$ cat src/rtl/float_product_accumulator_if.sv
// Stream handshake between the FP16 multiplier and the product accumulator.
// FPACC_STATUS_EN adds the sticky out_ovf/out_unf status lines.
interface float_product_accumulator_if #(
    parameter int W = 16
);
    logic         in_valid;
    logic         in_ready;
    logic [W-1:0] in_data;
    logic         in_last;
    logic         out_valid;
    logic [W-1:0] out_data;
`ifdef FPACC_STATUS_EN
    logic         out_ovf;
    logic         out_unf;

    modport master (
        output in_valid, in_data, in_last,
        input  in_ready, out_valid, out_data, out_ovf, out_unf
    );
    modport slave (
        input  in_valid, in_data, in_last,
        output in_ready, out_valid, out_data, out_ovf, out_unf
    );
`else
    modport master (
        output in_valid, in_data, in_last,
        input  in_ready, out_valid, out_data
    );
    modport slave (
        input  in_valid, in_data, in_last,
        output in_ready, out_valid, out_data
    );
`endif
endinterface

$ cat src/rtl/float_product_accumulator.sv
// FP16 stream accumulator: align, add, normalise with 1-bit shifts per cycle.
// FPACC_STATUS_EN adds sticky overflow/underflow outputs.
module float_product_accumulator #(
    parameter int FLOAT_WIDTH    = 16,
    parameter int EXPONENT_WIDTH = 5,
    parameter int MANTISSA_WIDTH = 10
) (
    input logic                        clk,
    input logic                        rst_n,
    float_product_accumulator_if.slave io
);
    localparam int FW = FLOAT_WIDTH;
    localparam int EW = EXPONENT_WIDTH;
    localparam int MW = MANTISSA_WIDTH + 1;

    localparam logic [2:0] S_IDLE  = 3'd0;
    localparam logic [2:0] S_ALIGN = 3'd1;
    localparam logic [2:0] S_ADD   = 3'd2;
    localparam logic [2:0] S_NORM  = 3'd3;
    localparam logic [2:0] S_EMIT  = 3'd4;

    logic [2:0]    state_q, state_d;
    logic [FW-1:0] acc_q, acc_d;
    logic [FW-1:0] out_data_q, out_data_d;
    logic          last_q, last_d;
    logic          bs_q, bs_d, ss_q, ss_d;
    logic [EW-1:0] be_q, be_d, se_q, se_d;
    logic [MW-1:0] bm_q, bm_d, sm_q, sm_d;
`ifdef FPACC_STATUS_EN
    logic ovf_q, ovf_d, unf_q, unf_d;
    logic out_ovf_q, out_ovf_d, out_unf_q, out_unf_d;
`endif

    logic          op_zero, ac_zero, op_big, done;
    logic          op_s, ac_s;
    logic [EW-1:0] op_e, ac_e, diff, e_inc, e_dec;
    logic [MW-1:0] op_m, ac_m;
    logic [FW-2:0] op_mag, ac_mag;
    logic [MW:0]   sum;
    logic [FW-1:0] res;

    always_comb begin
        state_d    = state_q;
        acc_d      = acc_q;
        out_data_d = out_data_q;
        last_d     = last_q;
        bs_d = bs_q; be_d = be_q; bm_d = bm_q;
        ss_d = ss_q; se_d = se_q; sm_d = sm_q;
`ifdef FPACC_STATUS_EN
        ovf_d = ovf_q; unf_d = unf_q;
        out_ovf_d = out_ovf_q; out_unf_d = out_unf_q;
`endif
        done = 1'b0;
        res  = '0;

        // exp==0 words (including -0) collapse to a canonical +0
        op_zero = io.in_data[FW-2 -: EW] == '0;
        ac_zero = acc_q[FW-2 -: EW] == '0;
        op_s    = !op_zero && io.in_data[FW-1];
        ac_s    = !ac_zero && acc_q[FW-1];
        op_e    = op_zero ? '0 : io.in_data[FW-2 -: EW];
        ac_e    = ac_zero ? '0 : acc_q[FW-2 -: EW];
        op_m    = op_zero ? '0 : {1'b1, io.in_data[MW-2:0]};
        ac_m    = ac_zero ? '0 : {1'b1, acc_q[MW-2:0]};
        op_mag  = op_zero ? '0 : io.in_data[FW-2:0];
        ac_mag  = ac_zero ? '0 : acc_q[FW-2:0];
        op_big  = op_mag > ac_mag;

        diff  = be_q - se_q;
        e_inc = be_q + 1'b1;
        e_dec = be_q - 1'b1;
        sum   = (bs_q == ss_q) ? {1'b0, bm_q} + {1'b0, sm_q}
                               : {1'b0, bm_q} - {1'b0, sm_q};

        unique case (state_q)
            S_IDLE: begin
                if (io.in_valid) begin
                    last_d  = io.in_last;
                    state_d = S_ALIGN;
                    if (op_big) begin
                        bs_d = op_s; be_d = op_e; bm_d = op_m;
                        ss_d = ac_s; se_d = ac_e; sm_d = ac_m;
                    end else begin
                        bs_d = ac_s; be_d = ac_e; bm_d = ac_m;
                        ss_d = op_s; se_d = op_e; sm_d = op_m;
                    end
                end
            end
            S_ALIGN: begin
                if (sm_q == '0 || diff == '0) begin
                    state_d = S_ADD;
                end else if (diff > EW'(MW)) begin
                    sm_d    = '0;
                    state_d = S_ADD;
                end else begin
                    sm_d = sm_q >> 1;
                    se_d = se_q + 1'b1;
                    if (diff == EW'(1)) state_d = S_ADD;
                end
            end
            S_ADD: begin
                state_d = S_NORM;
                bm_d    = sum[MW-1:0];
                if (bs_q == ss_q) begin
                    if (sum[MW] && e_inc == '1) begin
                        bm_d = '1;
`ifdef FPACC_STATUS_EN
                        ovf_d = 1'b1;
`endif
                    end else if (sum[MW]) begin
                        bm_d = sum[MW:1];
                        be_d = e_inc;
                    end
                end else if (sum == '0) begin
                    bs_d = 1'b0;
                end
            end
            S_NORM: begin
                if (bm_q == '0) begin
                    done = 1'b1;
                end else if (bm_q[MW-1]) begin
                    done = 1'b1;
                    res  = {bs_q, be_q, bm_q[MW-2:0]};
                end else begin
                    bm_d = bm_q << 1;
                    be_d = e_dec;
                    if (e_dec == '0) begin
                        done = 1'b1;
`ifdef FPACC_STATUS_EN
                        unf_d = 1'b1;
`endif
                    end
                end
            end
            S_EMIT:  state_d = S_IDLE;
            default: state_d = S_IDLE;
        endcase

        // the emitted sum bypasses acc so acc can restart from zero
        if (done) begin
            if (last_q) begin
                out_data_d = res;
                acc_d      = '0;
                state_d    = S_EMIT;
`ifdef FPACC_STATUS_EN
                out_ovf_d = ovf_d;
                out_unf_d = unf_d;
                ovf_d     = 1'b0;
                unf_d     = 1'b0;
`endif
            end else begin
                acc_d   = res;
                state_d = S_IDLE;
            end
        end
    end

    always_ff @(posedge clk) begin
        if (!rst_n) begin
            state_q    <= S_IDLE;
            acc_q      <= '0;
            out_data_q <= '0;
            last_q     <= 1'b0;
            bs_q <= 1'b0; be_q <= '0; bm_q <= '0;
            ss_q <= 1'b0; se_q <= '0; sm_q <= '0;
`ifdef FPACC_STATUS_EN
            ovf_q <= 1'b0; unf_q <= 1'b0;
            out_ovf_q <= 1'b0; out_unf_q <= 1'b0;
`endif
        end else begin
            state_q    <= state_d;
            acc_q      <= acc_d;
            out_data_q <= out_data_d;
            last_q     <= last_d;
            bs_q <= bs_d; be_q <= be_d; bm_q <= bm_d;
            ss_q <= ss_d; se_q <= se_d; sm_q <= sm_d;
`ifdef FPACC_STATUS_EN
            ovf_q <= ovf_d; unf_q <= unf_d;
            out_ovf_q <= out_ovf_d; out_unf_q <= out_unf_d;
`endif
        end
    end

    assign io.in_ready  = state_q == S_IDLE;
    assign io.out_valid = state_q == S_EMIT;
    assign io.out_data  = out_data_q;
`ifdef FPACC_STATUS_EN
    assign io.out_ovf = out_ovf_q;
    assign io.out_unf = out_unf_q;
`endif
endmodule
$ cat src/flat_wrapper.sv
// flat-port wrapper written by rule: the top's interface ports become plain ports
module float_product_accumulator_flat 
#(
    parameter int FLOAT_WIDTH    = 16,
    parameter int EXPONENT_WIDTH = 5,
    parameter int MANTISSA_WIDTH = 10
)
  (clk, rst_n, io_in_valid, io_in_data, io_in_last, io_in_ready, io_out_valid, io_out_data);
  float_product_accumulator_if io_i ();
  input logic clk;
  input logic rst_n;
  input wire logic [$bits(io_i.in_valid)-1:0] io_in_valid;
  input wire logic [$bits(io_i.in_data)-1:0] io_in_data;
  input wire logic [$bits(io_i.in_last)-1:0] io_in_last;
  output wire logic [$bits(io_i.in_ready)-1:0] io_in_ready;
  output wire logic [$bits(io_i.out_valid)-1:0] io_out_valid;
  output wire logic [$bits(io_i.out_data)-1:0] io_out_data;
  assign io_i.in_valid = io_in_valid;
  assign io_i.in_data = io_in_data;
  assign io_i.in_last = io_in_last;
  assign io_in_ready = io_i.in_ready;
  assign io_out_valid = io_i.out_valid;
  assign io_out_data = io_i.out_data;
  float_product_accumulator #(.FLOAT_WIDTH(FLOAT_WIDTH), .EXPONENT_WIDTH(EXPONENT_WIDTH), .MANTISSA_WIDTH(MANTISSA_WIDTH)) u_core (.clk(clk), .rst_n(rst_n), .io(io_i));
endmodule
$ cat config.mk
export PLATFORM = sky130hd
export DESIGN_NAME = float_product_accumulator_flat
export DESIGN_NICKNAME = d
export VERILOG_FILES = /design/src/rtl/float_product_accumulator_if.sv /design/src/rtl/float_product_accumulator.sv /design/src/flat_wrapper.sv
export SDC_FILE = /design/constraint.sdc
export NUM_CORES = 1
export LEC_CHECK = 0
export CORE_UTILIZATION = 35
export DETAILED_ROUTE_END_ITERATION = 7
export SYNTH_ARGS = -nofsm -noshare
export SYNTH_HDL_FRONTEND = slang
export SYNTH_SLANG_ARGS = --single-unit
$ cat constraint.sdc
create_clock -name clk -period 4.3 [get_ports clk]
set_clock_uncertainty 0.2 [all_clocks]
set_input_delay 1.29 -clock clk [delete_from_list [all_inputs] [get_ports clk]]
set_output_delay 1.29 -clock clk [all_outputs]
set_load 0.03 [all_outputs]
==> results of run 1 <==
-- routing by layer --
metal | share of wire | GRT usage
met4 | 0.018 | 0.0595
met3 | 0.053 | 0.0445
met2 | 0.49 | 0.382
met5 | 0 | 0
met1 | 0.44 | 0.272
-- cell usage in the layout (no fill, tap or decap), drive strengths merged, types with 19 or more instances in the layout --
cell type and n:
inv 28, a22oi 22, a21oi 51, buf 40
nand3 19, clkdlybuf4s50 34, dfxtp 70, nand4 21
ha 37, o21ai 46, mux2i 20, nand2 71
nor2 60
-- logic make-up after synthesis --
kind of cell	count (synthesis)
xor+xnor	22
fa+ha+maj	39
simple gates	236
flops	70
compound gates	220
mux	27
buf+inv	76
-- area by class of cell --
class                      instances  area share
clock inverter                     1     0.00467
tap                              184      0.0358
sequential                        70       0.218
timing repair buffer              77       0.108
multi-input combinational        545       0.577
clock buffer                      13      0.0405
inverter                          28      0.0164
-- worst max-delay path, cell delays in order --
cell	delay [ns]
clkdlybuf4s50_1	0.52
nor2_4	0.07
nand2_2	0.13
buf_4	0.13
nand2_1	0.09
ha_1	0.31
nand4_1	0.10
or4_4	0.54
o311ai_4	0.11
nand2_4	0.10
mux2_1	0.34
a222oi_1	0.34
a211oi_1	0.11
-- power breakdown --
group / internal (mW) / total (mW) / switching [mW]
clock: 0.475 / 0.748 / 0.274
sequential: 0.768 / 1.06 / 0.293
combinational: 0.889 / 2.27 / 1.39
-- per-stage QoR --
step / setup TNS [ns] / total power [mW] / cell area [um^2] / setup WS [ns]
6_report: 0 / 4.08 / 6420 / 0.117
3_5_place_dp: -13.58 / 3.27 / 6030 / -0.522
4_1_cts: 0 / 4.04 / 6340 / 0.00606
3_3_place_gp: -10.60 / 3.21 / 6030 / -0.453
2_1_floorplan: 0 / 2.64 / 5330 / 0.198
5_1_grt: -0.168 / 4.40 / 6420 / -0.0735
-- final timing paths --
kind                          start                      to  slack [ns]  cells past startpoint
max                  io_in_data[11]          u_core.be_q[4]        0.12                     13
min reg2reg  u_core.io.out_data[10]  u_core.io.out_data[10]        0.25                      2
max reg2reg          u_core.sm_q[2]             u_core.bs_q        0.46                     12
min          u_core.io.out_data[10]  u_core.io.out_data[10]        0.25                      2
-- state kept, by name, indices dropped and copies added (netlist names) --
signal	count
u_core.state_q	3
u_core.acc_q	16
u_core.bs_q	1
u_core.io.out_data	16
u_core.se_q	5
u_core.sm_q	11
u_core.last_q	1
u_core.ss_q	1
u_core.be_q	5
u_core.bm_q	11
-- repair_timing --
item                                    4_1_cts  5_1_grt
gates cloned                                  1        0
pin swaps                                     3        6
setup buffers                                 1        1
gates resized for setup                       3       18
endpoints found under the setup margin       27       33
==> results.ini, run 1 <==
[status]
status = finished clean

[sta]
hold_violations = 0
min_period_ns = 4.18
tightest_slew_ns = 1.20
fin_crit_sh = 0.973
clock.fmax_mhz = 239
slew_violations = 0
rsz0062_at_grt = true
setup_violations = 0
relSlewSlack = 0.200
holdWs_ns = 0.254

[cts]
cts.clk_slew.worst_paths_ns = 0.05
ctsHtreeMaxLevel = 3
cts_inserted_buffers = 9
cts.sinks = 70
cts-root-buf = clkbuf_16
clk_path_buf_depth = 2
cts_hold_buffers = 0
cts_tree = done
clk_latency_ns = 0.34

[layout]
syn2layout_area_growth_pct = 20.5
drive_gt1_frac = 0.110
multi_input_area_mm2 = 0.00371
fin_util = 0.437
regArea_mm2 = 0.00140
fill_cells = 1418
n_antenna_cell = 0
finalNetCount = 790
fin_cells = 918

[critical_path]
cp_data_arrival_time_ns = 4.18
startpoint_type = primary input
path_class = primary input to flip-flop
cp_data_required_time_ns = 4.30
critical_path.max_fanout = 5
critPathCaptureType = flip-flop

[synthesis]
synthTopCellsByArea = dfxtp_1 (26%), ha_1 (8.7%), nand2_1 (4.9%), a21oi_1 (4.6%), nor2_1 (4.2%)
yosysTopAreaCell = dfxtp_1
ys_warn_count = 0
synth_adder_area_share = 0.0944
synthTopCellsByCount = dfxtp_1 (70), nand2_1 (69), nor2_1 (60), a21oi_1 (49), o21ai_0 (40)
synth-edff-count = 0
synth.avg_cell_area_um2 = 7.72
synth-xor-area-share = 0.0362
synth.most_common_cell = dfxtp_1
yosysUniqueCellTypes = 70
muxShareOfSynthArea = 0.0523
async_reset_ff_frac = 0
seq_area_frac_synth = 0.263
synth_top_family_by_area = compound AO/OA/AOI/OAI gates
synth-main-ff-cell = dfxtp_1
synthesis.area_mm2 = 0.00533
synth_compound_area_frac = 0.283
synth_top_area_share = 0.263
synthCells = 690
ys_seq_elements = 70
synth-simple-area-share = 0.213
syn_nets = 749

[pwr]
p_leak_nw = 2.54
pwr_density_cell_mw_per_mm2 = 636
vdd_drop_max_uv = 298

[die]
fp.dieH_um = 125
io_pins = 38
num_rows = 44
start_util = 0.363
die_area_mm2 = 0.0157
core-area_mm2 = 0.0147
die-width_um = 125

[global_route]
track_usage = 0.219
overflow = 0
grt_pass1_vias = 5286
grt_pass1_wl_um = 27100
antenna_found_initial = 0
grt_max_degree = 32

[run]
max_cap_viol_count = 0

[place]
placed_cells = 901
place_hpwl_um = 12700
portBuffers = 37
routabilityCongestion = 0.875

[route]
wl_per_cell_um = 18.5
vias = 5526
drt_iter0_drc = 399
routed_wl_um = 17000
first_pass_iters = 7
ant_nets = 0
post-route-drc-count = 0
vias_per_cell = 6.02

[min_path]
min_path_type = flip-flop to flip-flop

Note: power is estimated with default switching activity, not from simulation.
==> inputs of run 2 (changes only) <==
--- a/config.mk
+++ b/config.mk
@@ -5,8 +5,11 @@
 export SDC_FILE = /design/constraint.sdc
 export NUM_CORES = 1
 export LEC_CHECK = 0
+export CELL_PAD_IN_SITES_DETAIL_PLACEMENT = 2
+export CELL_PAD_IN_SITES_GLOBAL_PLACEMENT = 2
 export CORE_UTILIZATION = 35
 export DETAILED_ROUTE_END_ITERATION = 7
+export PLACE_DENSITY_LB_ADDON = 0.1
 export SYNTH_ARGS = -nofsm -noshare
 export SYNTH_HDL_FRONTEND = slang
 export SYNTH_SLANG_ARGS = --single-unit
==> results.ini, run 2 (synthesis gave the netlist of run 1 again) <==
[status]
status = finished clean

[route]
routed_wl_um = 21400  ; +26%
drt_iter0_drc = 280  ; -30%
wl_met3_um = 623  ; -30%
ant_nets = 0  ; unchanged
post-route-drc-count = 0  ; unchanged
wl_per_cell_um = 23.2  ; +25%
vias_per_cell = 6.14  ; +2.1%
route.met2.wl_um = 11000  ; +32%
routed.top_layer = met4
met1_length_um = 9260  ; +24%
vias = 5664  ; +2.5%
first_pass_iters = 5  ; -2

[critical_path]
path_class = primary input to flip-flop
reg2regPathDepth = 12  ; unchanged
critPathCaptureType = flip-flop
critical_path.max_fanout = 7  ; +2
cp_data_arrival_time_ns = 4.06  ; -0.12 ns
cp_data_required_time_ns = 4.31  ; about the same
r2r-start = u_core.sm_q[2]
startpoint_type = primary input
rrSetupSlack_ns = 0.27  ; -0.19 ns
worstReg2RegEnd = u_core.bs_q

[global_route]
antenna_found_initial = 0  ; unchanged
grt_max_degree = 33  ; +3.1%
track_usage = 0.279  ; +0.0601
overflow = 0  ; unchanged
grt_pass1_vias = 6101  ; +15%
grt_pass1_wl_um = 34000  ; +25%

[place]
detailed_place.area_mm2 = 0.00605  ; +0.37%
portBuffers = 37  ; unchanged
routabilityCongestion = 0.883  ; +0.94%
place_hpwl_um = 15900  ; +26%
pre_cts_ws_ns = -0.423  ; +0.0988 ns

[sta]
clock.fmax_mhz = 246  ; +3.1%
relSlewSlack = 0.169  ; -0.0311
tightest_slew_ns = 1.24  ; +0.0465 ns
min_period_ns = 4.06  ; -0.126 ns
fin_crit_sh = 0.943  ; -0.0293
hold_violations = 0  ; unchanged
setup_violations = 0  ; unchanged
setup_slack_ns = 0.243  ; +0.126 ns
rsz0062_at_grt = false
tns_ns = 0  ; unchanged
slew_violations = 0  ; unchanged

[cts]
cts-root-buf = clkbuf_16
cts_tree = done
cts.clk_slew.worst_paths_ns = 0.06  ; about the same
clk_path_buf_depth = 2  ; unchanged
ctsHtreeMaxLevel = 3  ; unchanged
cts.sinks = 70  ; unchanged
cts_inserted_buffers = 9  ; unchanged
cts_hold_buffers = 0  ; unchanged
clk_latency_ns = 0.35  ; about the same

[layout]
drive_gt1_frac = 0.122  ; +0.0116
n_antenna_cell = 0  ; unchanged
final_cell_mix = dfxtp_1 (70), nand2_1 (65), nor2_1 (59)
finalNetCount = 792  ; +0.25%
layout_commonest_cell = dfxtp_1
final_area_mm2 = 0.00652  ; +1.5%
syn2layout_area_growth_pct = 22.3

[die]
fp.dieH_um = 125  ; unchanged
num_rows = 44  ; unchanged
io_pins = 38  ; unchanged
die_area_mm2 = 0.0157  ; unchanged
start_util = 0.363  ; unchanged
core-area_mm2 = 0.0147  ; unchanged
die-width_um = 125  ; unchanged

[pwr]
pwr_density_cell_mw_per_mm2 = 663  ; +4.2%
p_leak_nw = 2.58  ; +1.5%
total_power_mw = 4.32  ; +5.8%
vdd_drop_max_uv = 354  ; +19%

[run]
max_cap_viol_count = 0  ; unchanged

[min_path]
hold_depth = 2  ; unchanged
min_path_type = flip-flop to flip-flop
holdPathEnd = u_core.io.out_data[13]
min_from = u_core.io.out_data[13]

run 2: cell types whose count changed in the layout (fill, tap and decap cells not counted), moves of 2 or more:
cell             previous run  this run
nand2_2                     6         4
nand2_1                    63        65
dlymetal6s2s_1              3         5
buf_6                       0         3
ha_1                       37        33
ha_4                        0         4
clkdlybuf4s50_1            34        32
run 2: worst max-delay path by stage:
stage	start	endpoint
after global placement	io_in_data[13]	u_core.bm_q[9]
after global routing	u_core.sm_q[2]	u_core.be_q[3]
after detailed placement	io_in_data[13]	u_core.bm_q[9]
after CTS	io_in_data[12]	u_core.bm_q[9]
after floorplan	io_in_data[13]	u_core.be_q[4]
final	io_in_data[13]	u_core.bm_q[9]
run 2: repair_timing:
item,CTS,global route
cloned,0,1
setup buffers,1,0
setup endpoints to repair,5,33
pin swaps,6,12
gates resized for setup,6,22
run 2: per-layer routing:
metal / track usage / up-vias
met5: 0 / -
met4: 0.103 / 0
met3: 0.0389 / 40
met2: 0.500 / 80
met1: 0.337 / 2889
li1: - / 2655
run 2: worst max-delay path, cell delays in order:
cell            delay, ns
dlymetal6s2s_1       0.14
nor3_2               0.21
nand2_2              0.11
buf_6                0.16
nand2_2              0.08
inv_1                0.07
ha_4                 0.28
nand4_1              0.10
or4_4                0.59
o311ai_4             0.11
nand2_4              0.12
buf_6                0.15
mux2i_2              0.16
a222oi_1             0.35
o22ai_1              0.15
run 2: metrics by stage:
| step | hold slack, ns | cells | util |
|---|---|---|---|
| final | 0.259 | 922 | 0.444 |
| after global routing | 0.286 | 922 | 0.444 |
| after CTS | 0.261 | 921 | 0.437 |
| after detailed placement | 0.253 | 904 | 0.411 |
| after global placement | 0.243 | 904 | 0.411 |
| after floorplan | 0.279 | 690 | - |
run 2: power breakdown:
group	switching, mW	internal [mW]	total, mW
sequential	0.291	0.768	1.06
combinational	1.52	0.911	2.43
clock	0.306	0.525	0.831
run 2: layout make-up:
class                      count  area [um^2]
tap                          184          230
clock inverter                 5         81.3
multi-input combinational    544         3730
sequential                    70         1400
clock buffer                  11          243
fill                        1645         8180
inverter                      28          105
timing repair buffer          80          729
==> inputs of run 3 (changes only) <==
--- a/config.mk
+++ b/config.mk
@@ -9,6 +9,7 @@
 export CELL_PAD_IN_SITES_GLOBAL_PLACEMENT = 2
 export CORE_UTILIZATION = 35
 export DETAILED_ROUTE_END_ITERATION = 7
+export DONT_BUFFER_PORTS = 1
 export PLACE_DENSITY_LB_ADDON = 0.1
 export SYNTH_ARGS = -nofsm -noshare
 export SYNTH_HDL_FRONTEND = slang
==> results.ini, run 3 (synthesis gave the netlist of run 1 again) <==
[status]
status = finished clean

[layout]
regArea_mm2 = 0.00140  ; unchanged
layout_commonest_cell = dfxtp_1
final_area_mm2 = 0.00589  ; -9.6%
fill_cells = 1688  ; +2.6%
final_cell_mix = dfxtp_1 (70), nand2_1 (69), nor2_1 (60)
multi_input_area_mm2 = 0.00363  ; -2.8%
finalNetCount = 741  ; -6.4%
drive_gt1_frac = 0.0902  ; -0.0317
n_antenna_cell = 0  ; unchanged
syn2layout_area_growth_pct = 10.6

[die]
die-width_um = 125  ; unchanged
start_util = 0.363  ; unchanged
die_area_mm2 = 0.0157  ; unchanged
io_pins = 38  ; unchanged
num_rows = 44  ; unchanged
fp.dieH_um = 125  ; unchanged
core-area_mm2 = 0.0147  ; unchanged

[place]
routabilityCongestion = 0.865  ; -2.1%
pre_cts_ws_ns = -0.0194  ; +0.404 ns
detailed_place.area_mm2 = 0.00559  ; -7.6%
place_hpwl_um = 15500  ; -2.5%
portBuffers = 0  ; -100%

[critical_path]
cp.depth = 13  ; -2
startpoint_type = primary input
cp_common_cell = nand2_1
path_delay_family = simple AND/OR/NAND/NOR gates
critical_path.max_fanout = 13  ; +6
reg2regPathDepth = 12  ; unchanged
worstPathCellList = nor3_1 > nand2_1 > buf_4 > nand2_1 > inv_1 > ha_1 > nand4_1 > or4_4 > o311ai_2 > nand2_4 > mux2_1 > a222oi_1 > a211oi_1
cp_data_required_time_ns = 4.28  ; -0.03 ns
cp_num_buf_inv = 2  ; -2
path_class = primary input to flip-flop
cp_data_arrival_time_ns = 3.92  ; -0.14 ns
max_stage_delay_ns = 0.54  ; -0.05 ns
cp_slowest_cell = or4_4
critPathCaptureType = flip-flop

[sta]
clock.fmax_mhz = 254  ; +3.0%
relSlewSlack = 0.127  ; -0.0418
hold_violations = 0  ; unchanged
setup_slack_ns = 0.361  ; +0.118 ns
tns_ns = 0  ; unchanged
tightest_slew_ns = 1.30  ; +0.0625 ns
setup_violations = 0  ; unchanged
fin_crit_sh = 0.916  ; -0.0274
holdWs_ns = 0.326  ; +0.0670 ns
min_period_ns = 3.94  ; -0.118 ns
rsz0062_at_grt = false
slew_violations = 0  ; unchanged

[cts]
cts.sinks = 70  ; unchanged
cts_tree = done
clk_latency_ns = 0.35  ; about the same
post_cts_buffers = 0  ; -1
cts.repair.resized = 0  ; -6
cts_inserted_buffers = 9  ; unchanged
clk_path_buf_depth = 2  ; unchanged
cts_hold_buffers = 0  ; unchanged
ctsHtreeMaxLevel = 3  ; unchanged
cts.clk_slew.worst_paths_ns = 0.06  ; about the same
cts-root-buf = clkbuf_16

[pwr]
p_leak_nw = 2.31  ; -10%
pwr_density_cell_mw_per_mm2 = 710  ; +7.2%
vdd_drop_max_uv = 309  ; -13%

[route]
first_pass_iters = 4  ; -1
drt_iter0_drc = 388  ; +39%
post-route-drc-count = 0  ; unchanged
ant_nets = 0  ; unchanged
routed_wl_um = 20000  ; -6.3%
vias_per_cell = 6.10  ; -0.74%
wl_per_cell_um = 23.0  ; -0.83%
vias = 5311  ; -6.2%

[global_route]
overflow = 0  ; unchanged
grt_max_degree = 55  ; +67%
antenna_found_initial = 0  ; unchanged
grt_pass1_vias = 5831  ; -4.4%
grt_pass1_wl_um = 31800  ; -6.4%
track_usage = 0.263  ; -0.0154

[min_path]
hold_depth = 2  ; unchanged
min_path_type = flip-flop to flip-flop

[run]
max_cap_viol_count = 0  ; unchanged

run 3: cell count changes in the layout (fill, tap and decap cells not counted), sizes merged:
cell,previous run,this run
buf,43,29
bufinv,2,1
clkbuf,11,10
clkdlybuf4s50,32,0
clkinv,1,4
dlymetal6s2s,5,0
inv,29,28
run 3: cell type report:
| class | instances | area share |
|---|---|---|
| Tap cell | 184 | 0.0391 |
| Sequential cell | 70 | 0.238 |
| Multi-Input combinational cell | 544 | 0.615 |
| Inverter | 28 | 0.0178 |
| Timing Repair Buffer | 29 | 0.0391 |
| Clock inverter | 6 | 0.0104 |
| Clock buffer | 10 | 0.0405 |
run 3: where the power goes:
| group | internal (mW) | leakage, nW | switching, mW |
|---|---|---|---|
| Clock | 0.463 | 0.148 | 0.305 |
| Sequential | 0.768 | 0.570 | 0.297 |
| Combinational | 0.877 | 1.59 | 1.48 |
run 3: per-layer routing:
metal	global-route usage	vias to the layer above	wire length (um)
met5	0	-	0
met4	0.0796	0	329
met3	0.0334	23	624
met2	0.484	76	10400
met1	0.318	2670	8710
li1	-	2542	-
run 3: final timing paths:
check	start	to	slack, ns
worst max-delay path	io_in_data[13]	u_core.be_q[4]	0.36
worst min-delay path	u_core.acc_q[0]	u_core.acc_q[0]	0.33
worst max register to register	u_core.sm_q[2]	u_core.bs_q	0.37
worst min register to register	u_core.acc_q[0]	u_core.acc_q[0]	0.33
run 3: metrics by stage:
stage / cells / utilization / total power, mW
after floorplan: 690 / - / 2.64
after global placement: 855 / 0.380 / 3.29
after detailed placement: 855 / 0.380 / 3.41
after CTS: 871 / 0.401 / 4.20
after global routing: 871 / 0.401 / 4.50
final: 871 / 0.401 / 4.19
run 3: worst register-to-register path: stages, from the launching register on:
cell      delay, ns
dfxtp_1        0.38
nor4_1         0.37
nor4b_2        0.40
nor2_1         0.10
xor2_1         0.17
ha_1           0.36
a21o_1         0.21
a21o_1         0.20
a211o_1        0.26
a211oi_1       0.42
o21ai_0        0.17
nor4_1         0.41
o21ai_0        0.16
